**src/rtl/da_z7_ctrl_if.sv**
```systemverilog
// Handshake, operand and ROM signals of the distributed-arithmetic Z7 controller.
// slave is the controller side, master is the producer/consumer/ROM side.
interface da_z7_ctrl_if;
    logic        in_valid;
    logic        in_ready;
    logic [15:0] d0;
    logic [15:0] d1;
    logic [15:0] d2;
    logic [15:0] d3;
    logic        rom_cs;
    logic [2:0]  rom_addr;
    logic [16:0] rom_data;
    logic        z_valid;
    logic        z_ready;
    logic [31:0] z_out;

    modport slave (
        input  in_valid, d0, d1, d2, d3, rom_data, z_ready,
        output in_ready, rom_cs, rom_addr, z_valid, z_out
    );

    modport master (
        output in_valid, d0, d1, d2, d3, rom_data, z_ready,
        input  in_ready, rom_cs, rom_addr, z_valid, z_out
    );
endinterface

```
**src/rtl/da_z7_ctrl.sv**
```systemverilog
// Bit-serial distributed-arithmetic Z7 coefficient: one ROM lookup per bit plane,
// 16 planes, accumulated with the sign plane (b=15) subtracted.
module da_z7_ctrl (
    input  logic           clk,
    input  logic           rst_n,
    da_z7_ctrl_if.slave    bus
);
    typedef enum logic [1:0] {IDLE, RUN, DONE} state_t;

    state_t      state;
    logic [3:0]  bcnt;
    logic [15:0] d0_q;
    logic [15:0] d1_q;
    logic [15:0] d2_q;
    logic [15:0] d3_q;
    logic [31:0] acc;

    logic        in_ready_q;
    logic        rom_cs_q;
    logic [2:0]  rom_addr_q;
    logic        z_valid_q;
    logic [31:0] z_out_q;

    logic [3:0]  bcnt_nxt;
    logic [2:0]  addr_nxt;
    logic [2:0]  addr_first;
    logic [31:0] term_ext;
    logic [31:0] term;
    logic [31:0] term_sh;
    logic [31:0] acc_nxt;
    logic        rom_data_unused;

    assign bus.in_ready = in_ready_q;
    assign bus.rom_cs   = rom_cs_q;
    assign bus.rom_addr = rom_addr_q;
    assign bus.z_valid  = z_valid_q;
    assign bus.z_out    = z_out_q;

    assign rom_data_unused = bus.rom_data[16];

    // Offset-binary addressing: a set sign bit folds the address and negates the term.
    function automatic logic [2:0] plane_addr(input logic s, input logic a,
                                              input logic b, input logic c);
        return s ? ~{a, b, c} : {a, b, c};
    endfunction

    always_comb begin
        bcnt_nxt   = bcnt + 4'd1;
        addr_nxt   = plane_addr(d0_q[bcnt_nxt], d1_q[bcnt_nxt], d2_q[bcnt_nxt], d3_q[bcnt_nxt]);
        addr_first = plane_addr(bus.d0[0], bus.d1[0], bus.d2[0], bus.d3[0]);
        term_ext   = {{16{bus.rom_data[15]}}, bus.rom_data[15:0]};
        term       = d0_q[bcnt] ? (32'd0 - term_ext) : term_ext;
        term_sh    = term << bcnt;
        acc_nxt    = (bcnt == 4'd15) ? (acc - term_sh) : (acc + term_sh);
    end

    always_ff @(posedge clk or negedge rst_n) begin
        if (!rst_n) begin
            state      <= IDLE;
            bcnt       <= '0;
            d0_q       <= '0;
            d1_q       <= '0;
            d2_q       <= '0;
            d3_q       <= '0;
            acc        <= '0;
            in_ready_q <= 1'b0;
            rom_cs_q   <= 1'b0;
            rom_addr_q <= '0;
            z_valid_q  <= 1'b0;
            z_out_q    <= '0;
        end else begin
            case (state)
                IDLE: begin
                    rom_cs_q   <= 1'b0;
                    rom_addr_q <= '0;
                    in_ready_q <= 1'b1;
                    if (bus.in_valid && in_ready_q) begin
                        d0_q       <= bus.d0;
                        d1_q       <= bus.d1;
                        d2_q       <= bus.d2;
                        d3_q       <= bus.d3;
                        acc        <= '0;
                        bcnt       <= '0;
                        rom_cs_q   <= 1'b1;
                        rom_addr_q <= addr_first;
                        in_ready_q <= 1'b0;
                        state      <= RUN;
                    end
                end
                RUN: begin
                    acc <= acc_nxt;
                    if (bcnt == 4'd15) begin
                        z_out_q    <= acc_nxt;
                        z_valid_q  <= 1'b1;
                        rom_cs_q   <= 1'b0;
                        rom_addr_q <= '0;
                        bcnt       <= '0;
                        state      <= DONE;
                    end else begin
                        bcnt       <= bcnt_nxt;
                        rom_addr_q <= addr_nxt;
                    end
                end
                DONE: begin
                    if (bus.z_ready) begin
                        z_valid_q  <= 1'b0;
                        in_ready_q <= 1'b1;
                        state      <= IDLE;
                    end
                end
                default: begin
                    state      <= IDLE;
                    rom_cs_q   <= 1'b0;
                    rom_addr_q <= '0;
                    z_valid_q  <= 1'b0;
                    in_ready_q <= 1'b0;
                end
            endcase
        end
    end
endmodule
```
**src/flat_wrapper.sv**
```systemverilog
// flat-port wrapper written by rule: the top's interface ports become plain ports
module da_z7_ctrl_flat 
  (clk, rst_n, bus_in_valid, bus_d0, bus_d1, bus_d2, bus_d3, bus_rom_data, bus_z_ready, bus_in_ready, bus_rom_cs, bus_rom_addr, bus_z_valid, bus_z_out);
  da_z7_ctrl_if bus_i ();
  input  logic clk;
  input  logic rst_n;
  input wire logic [$bits(bus_i.in_valid)-1:0] bus_in_valid;
  input wire logic [$bits(bus_i.d0)-1:0] bus_d0;
  input wire logic [$bits(bus_i.d1)-1:0] bus_d1;
  input wire logic [$bits(bus_i.d2)-1:0] bus_d2;
  input wire logic [$bits(bus_i.d3)-1:0] bus_d3;
  input wire logic [$bits(bus_i.rom_data)-1:0] bus_rom_data;
  input wire logic [$bits(bus_i.z_ready)-1:0] bus_z_ready;
  output wire logic [$bits(bus_i.in_ready)-1:0] bus_in_ready;
  output wire logic [$bits(bus_i.rom_cs)-1:0] bus_rom_cs;
  output wire logic [$bits(bus_i.rom_addr)-1:0] bus_rom_addr;
  output wire logic [$bits(bus_i.z_valid)-1:0] bus_z_valid;
  output wire logic [$bits(bus_i.z_out)-1:0] bus_z_out;
  assign bus_i.in_valid = bus_in_valid;
  assign bus_i.d0 = bus_d0;
  assign bus_i.d1 = bus_d1;
  assign bus_i.d2 = bus_d2;
  assign bus_i.d3 = bus_d3;
  assign bus_i.rom_data = bus_rom_data;
  assign bus_i.z_ready = bus_z_ready;
  assign bus_in_ready = bus_i.in_ready;
  assign bus_rom_cs = bus_i.rom_cs;
  assign bus_rom_addr = bus_i.rom_addr;
  assign bus_z_valid = bus_i.z_valid;
  assign bus_z_out = bus_i.z_out;
  da_z7_ctrl u_core (.clk(clk), .rst_n(rst_n), .bus(bus_i));
endmodule
```
**config.mk**
```make
export PLATFORM = sky130hd
export DESIGN_NAME = da_z7_ctrl_flat
export DESIGN_NICKNAME = d
export VERILOG_FILES = /design/src/rtl/da_z7_ctrl_if.sv /design/src/rtl/da_z7_ctrl.sv /design/src/flat_wrapper.sv
export SDC_FILE = /design/constraint.sdc
export NUM_CORES = 1
export LEC_CHECK = 0
export CORE_ASPECT_RATIO = 2
export CORE_MARGIN = 2
export CORE_UTILIZATION = 52
export DETAILED_ROUTE_END_ITERATION = 8
export PLACE_DENSITY = 0.84
export SLEW_MARGIN = 20
export SYNTH_ARGS = -nofsm -noshare
export SYNTH_HDL_FRONTEND = slang
export SYNTH_SLANG_ARGS = --single-unit
```
**constraint.sdc**
```tcl
create_clock -name clk -period 5.6 [get_ports clk]
set_input_delay 1.12 -clock clk [delete_from_list [all_inputs] [get_ports clk]]
set_output_delay 1.12 -clock clk [all_outputs]
set_load 0.05 [all_outputs]
```
Word-level counts from Yosys, hierarchy flattened. Cells that the tools add are included.

Register bits: 140. Word-level logic and storage cells: 75.

$add $sub $neg: 4. Bitwise gates (word level): 5. Multiplexer cells: 35. Equal/unequal tests: 6. Magnitude comparators: 2. Shift operators: 1. Reductions and logical operators: 10.

Operators by type and width (number): two-way mux 32 bit (3); one-hot mux 32 bit (2 select lines) (1); adder 32 bit (1); left shift 32 x 4 -> 32 bit (1); subtractor 32 bit (1); binary-select mux 1 bit (select 4 bit) (5); subtractor 1 x 16 -> 17 bit (first input constant) (1); two-way mux 3 bit (4); two-way mux 1 bit (11); less-than comparator 4 x 5 -> 1 bit (second input constant) (2); AND reduction 2 bit (5); one-hot mux 1 bit (3 select lines) (3); one-hot mux 3 bit (3 select lines) (1); two-way mux 4 bit (2); one-hot mux 4 bit (2 select lines) (1); two-way mux 2 bit (3); NOT 3 bit (2); one-hot mux 2 bit (3 select lines) (1); AND reduction 3 bit (2); adder 4 x 1 -> 4 bit (second input constant) (1); equality test 4 bit (second input constant) (1); inequality test 2 x 1 -> 1 bit (second input constant) (2); NOT 1 bit (3); equality test 2 x 1 -> 1 bit (second input constant) (1); 5 further kinds (5).

Longest topological paths before layout.
Depth in word-level cells: 7. Depth in mapped cells: 28. Mapped depth without buffers: 27.

Worst setup path before layout. Ideal clock, no wire load.

Path type: input port to flip-flop. Start: in bus_rom_data[0]. End: reg u_core.z_out_q[30] (netlist: u_core.bus.z_out[30]). Stages on the path: 28. Path slack: -1.116 ns. Arrival time: 6.583 ns. Path buffers: 3. Data required time: 5.467 ns. Cell sequence: clkbuf_1 > inv_1 > ha_1 > or3b_2 > nand3_1 > mux2i_1 > or4_1 > clkbuf_1 > o21ai_0 > o21ai_0 > a221oi_1 > and4_1 > clkbuf_1 > nand2_1 > o21ai_0 > xnor2_1 > ha_1 > a21o_1 > a21o_1 > a21oi_1 > nor2b_1 > a311oi_1 > nand2b_1 > a31oi_1 > or4_1 > a31oi_1 > xor2_1 > o21ai_0.

Cells in the longest elaborated chain, start to end: 5.

RTL lines: from (decl) (RTL line flat_wrapper.sv:12) `input wire logic [$bits(bus_i.rom_data)-1:0] bus_rom_data;`; subtractor 1 x 16 -> 17 bit (RTL line da_z7_ctrl.sv:52) `term = d0_q[bcnt] ? (32'd0 - term_ext) : term_ext;`; two-way mux 32 bit (*) (RTL line da_z7_ctrl.sv:52); left shift 32 x 4 -> 32 bit (*) (RTL line da_z7_ctrl.sv:53) `term_sh = term << bcnt;`; adder 32 bit or subtractor 32 bit (tied branches) (RTL line da_z7_ctrl.sv:54) `acc_nxt = (bcnt == 4'd15) ? (acc - term_sh) : (acc + term_sh);`; two-way mux 32 bit (*) (RTL line da_z7_ctrl.sv:54); to (signal assigned) (RTL line da_z7_ctrl.sv:93) `z_out_q <= acc_nxt;`; to (decl) (RTL line da_z7_ctrl.sv:22) `logic [31:0] z_out_q;`.

Mark *: on every way between the ends. The rest lies on a longest branch, timed or not. A chain may end at the register's enable or synchronous reset.

Worst setup path after layout.
Start: in bus_rom_data[3]. End: reg u_core.z_out_q[29] (netlist: u_core.bus.z_out[29]).

The elaborated chain is that of the path after synthesis.

==> summary.txt <==
Logic synthesis
  – Yosys Warn Count: 0
  – Post-synth EDFFs: 0
  – Top cells by area, synth: dfrtp_1 34%, nand2_1 11%, mux4_2 5.9%
  – Syn Nets: 1360
  – Mapped cell area: 10300 um^2
  – Gate Count Post-Synth: 1240
  – Post-synth top area cell: dfrtp_1
  – Flops & latches, synth: 140
  – Distinct cell type count after synthesis: 84
  – Share of synthesized registers carrying an async set or reset: 100%
  – Syn_area_per_cell: between 8 and 9 um^2
  – Yosys top cell area share: 34.0%
  – Register area share after synthesis: around a third
  – Synth Flop Type: dfrtp_1

Route
  – Routed via count: 12000
  – Vias per inst: roughly 6.3
  – DRC Markers: 0
  – DRT Wirelength: 40800 um
  – Antenna-violating nets left: 0
  – 1st-iter DRT viols: between 900 and 1000
  – DRT Pass-1 Iters: 8
  – DR WL/cell: approximately 21 um

Worst setup path
  – Top cell by count, worst path: buf_4
  – Critical path type: in2reg
  – Data arrival time of the worst path: about 6.7 ns
  – Crit. End Element: register
  – Startpoint types: input pin
  – Crit-path max cell delay: around 0.37 ns
  – Critical path data required time: about 6 ns
  – Slowest cell on the critical path: nor4b_4
  – Crit-path max FO: 7

Die
  – Die span in y: about 200 um
  – Die area: between 20000 and 25000 um^2
  – Die X: 103 um
  – Rows: 72
  – Initial Util: between 50% and 60%
  – IO Pins: ~120
  – Core ar.: about 19000 um^2

STA
  – Final WS setup: -0.827 ns
  – RSZ-0062 raised after global routing: true
  – Pin slew with the least headroom to its limit: roughly 1.1 ns
  – Final setup fails: 17
  – Setup_tns: -7.48 ns
  – Clock Skew: 0.0118 ns
  – Max_slew headroom: 27.9%
  – Max Slew Vio Count: 0
  – Period utilisation layout: 115%
  – Final Hold Viols: 0
  – Fmax: approximately 160 MHz
  – Min cycle time layout: between 6 and 7 ns

Clock tree
  – Root buf cell: clkbuf_16
  – Reg clk slew, reported paths: 0.06 ns
  – Max clock buf depth: 2
  – CTS Buf Count: 17
  – H-tree Lvls: 4
  – Clock sinks: 140
  – Clock Latency Late Sink: 0.46 ns
  – CTS tree: done
  – Hold buffer count at CTS: 0

Finish
  – Area of the multi-input gates: 7120 um^2
  – Reg area: 3500 um^2
  – Final #Nets: roughly 1800
  – Filler cell count in the final layout: around 1200
  – Share of cells above drive strength 1: around a third
  – P&R area growth vs syn: 49.5%

Global route
  – Largest net degree at the start of global routing: 97
  – First-pass GRT wire length: a little over 60000 um
  – Gr usage total: between 30% and 40%
  – Number of global-route vias before repair: roughly 12000
  – Initial antenna violation count: 1
  – GR Overflow Total: 0

Placement
  – I/O Buffers: ~120
  – GP Congestion: between 1 and 1.5
  – Setup Slack @ Placement: -1.36 ns
  – Detailed placement HPWL: approximately 27000 um

Hold path
  – Worst Hold Class: reg2reg

Run status
  – Failing checks: negative setup slack
  – Status: finished with violations

Flow run
  – Max-cap violations: 0
-- layout make-up --
type,instances,area share [%]
Antenna cell,1,0.0163
Clock buffer,18,2.79
Clock inverter,13,0.927
Inverter,30,0.748
Multi-Input combinational cell,996,46.3
Sequential cell,140,22.8
Tap cell,259,2.11
Timing Repair Buffer,451,24.4
-- flip-flops by register name, summed over array words and instances (netlist names) --
register             cells
u_core.acc              32
u_core.bcnt              4
u_core.bus.in_ready      1
u_core.bus.rom_addr      3
u_core.bus.rom_cs        1
u_core.bus.z_out        32
u_core.bus.z_valid       1
u_core.d0_q             16
u_core.d1_q             16
u_core.d2_q             16
u_core.d3_q             16
u_core.state             2
-- kinds of logic (layout without fill, tap and decap cells) --
logic type | after synthesis | in the layout | synth area share, %
AOI/OAI and AO/OA | 297 | 297 | 18.6
xor gates and xnor gates | 90 | 90 | 7.66
adders and majority gates | 35 | 35 | 4.33
buffers and inverters | 104 | 512 | 4.06
DFF | 140 | 140 | 34.0
muxes | 47 | 47 | 7.91
other | 0 | 1 | 0
and+or+nand+nor | 527 | 527 | 23.4
-- final timing paths --
kind	startpoint	to	slack [ns]	cells after the start
worst max-delay path	bus_rom_data[3]	u_core.bus.z_out[29]	-0.83	28
worst min-delay path	u_core.bus.z_out[11]	u_core.bus.z_out[11]	0.48	2
worst max register to register	u_core.bcnt[2]	u_core.bus.z_out[29]	-0.82	26
worst min register to register	u_core.bus.z_out[11]	u_core.bus.z_out[11]	0.48	2
max in group asynchronous	rst_n	u_core.bus.z_out[22]	3.77	2
min in group asynchronous	rst_n	u_core.d0_q[3]	0.72	1
-- repair_timing --
item	CTS	global route
buffers inserted	42	21
gates cloned	0	0
pin swaps	53	84
resized for setup	148	91
endpoints found under the setup margin	32	27
-- cells in the mapped netlist (all sizes together), types with 5 or more instances --
| cell type | n |
|---|---|
| a211oi | 6 |
| a21o | 18 |
| a21oi | 57 |
| a221o | 5 |
| a221oi | 5 |
| a22oi | 8 |
| a31oi | 11 |
| and2 | 8 |
| and3 | 10 |
| buf | 18 |
| clkbuf | 56 |
| dfrtp | 140 |
| ha | 34 |
| inv | 28 |
| mux2 | 5 |
| mux2i | 15 |
| mux4 | 27 |
| nand2 | 297 |
| nand2b | 10 |
| nand3 | 59 |
| nand4 | 8 |
| nor2 | 64 |
| nor2b | 9 |
| nor3 | 16 |
| nor4 | 9 |
| o211ai | 12 |
| o21ai | 111 |
| o21bai | 9 |
| o22ai | 6 |
| or2 | 5 |
| or3 | 12 |
| or4 | 7 |
| xnor2 | 51 |
| xor2 | 39 |
-- worst max-delay path: cells and delay by family --
family	cells	cell delay, ns
multiplexers	3	0.49
XOR/XNOR	3	0.71
AND/OR/NAND/NOR	7	1.81
adder cells (fa/ha/maj)	1	0.36
buffers and inverters	7	0.98
AO/OA/AOI/OAI	7	1.23
-- layer usage --
| layer | GRT usage [%] | up-vias | routed length, um | part of all wire (%) |
|---|---|---|---|---|
| met3 | 8.02 | 330 | 2670 | 6.5 |
| li1 | - | 5208 | - | - |
| met5 | 0 | - | 0 | 0 |
| met2 | 66.2 | 770 | 21400 | 52 |
| met4 | 34.7 | 0 | 4500 | 11 |
| met1 | 35.5 | 5664 | 12300 | 30 |
-- stage by stage --
| step | std cells | hold slack (ns) | instance area, um^2 | util, % |
|---|---|---|---|---|
| CTS | 1886 | 0.478 | 14800 | 76.6 |
| floorplan | 1240 | 0.440 | 10400 | - |
| global route | 1908 | 0.499 | 15400 | 79.5 |
| finish | 1908 | 0.478 | 15400 | 79.5 |
| detailed placement | 1814 | 0.462 | 13700 | 70.5 |
| global placement | 1814 | 0.452 | 13700 | 70.5 |
-- placed cells by master (no fill, tap or decap), types with 12 or more instances in the layout --
cell and n:
xor2_1 32, nor2_1 57, clkbuf_16 17, o211ai_1 12, buf_6 21, mux4_2 27, clkdlybuf4s50_1 105, ha_1 31
dfrtp_1 139, o21ai_1 25, a21oi_1 42, a21oi_2 12, nand2_1 288, o21ai_0 76, nand3_1 51, a21o_1 18
buf_4 309, mux2i_1 12, xnor2_1 48, inv_1 25
Power is not shown: default switching activity piles up to over one toggle a cycle in this logic, so the estimate is an artifact.
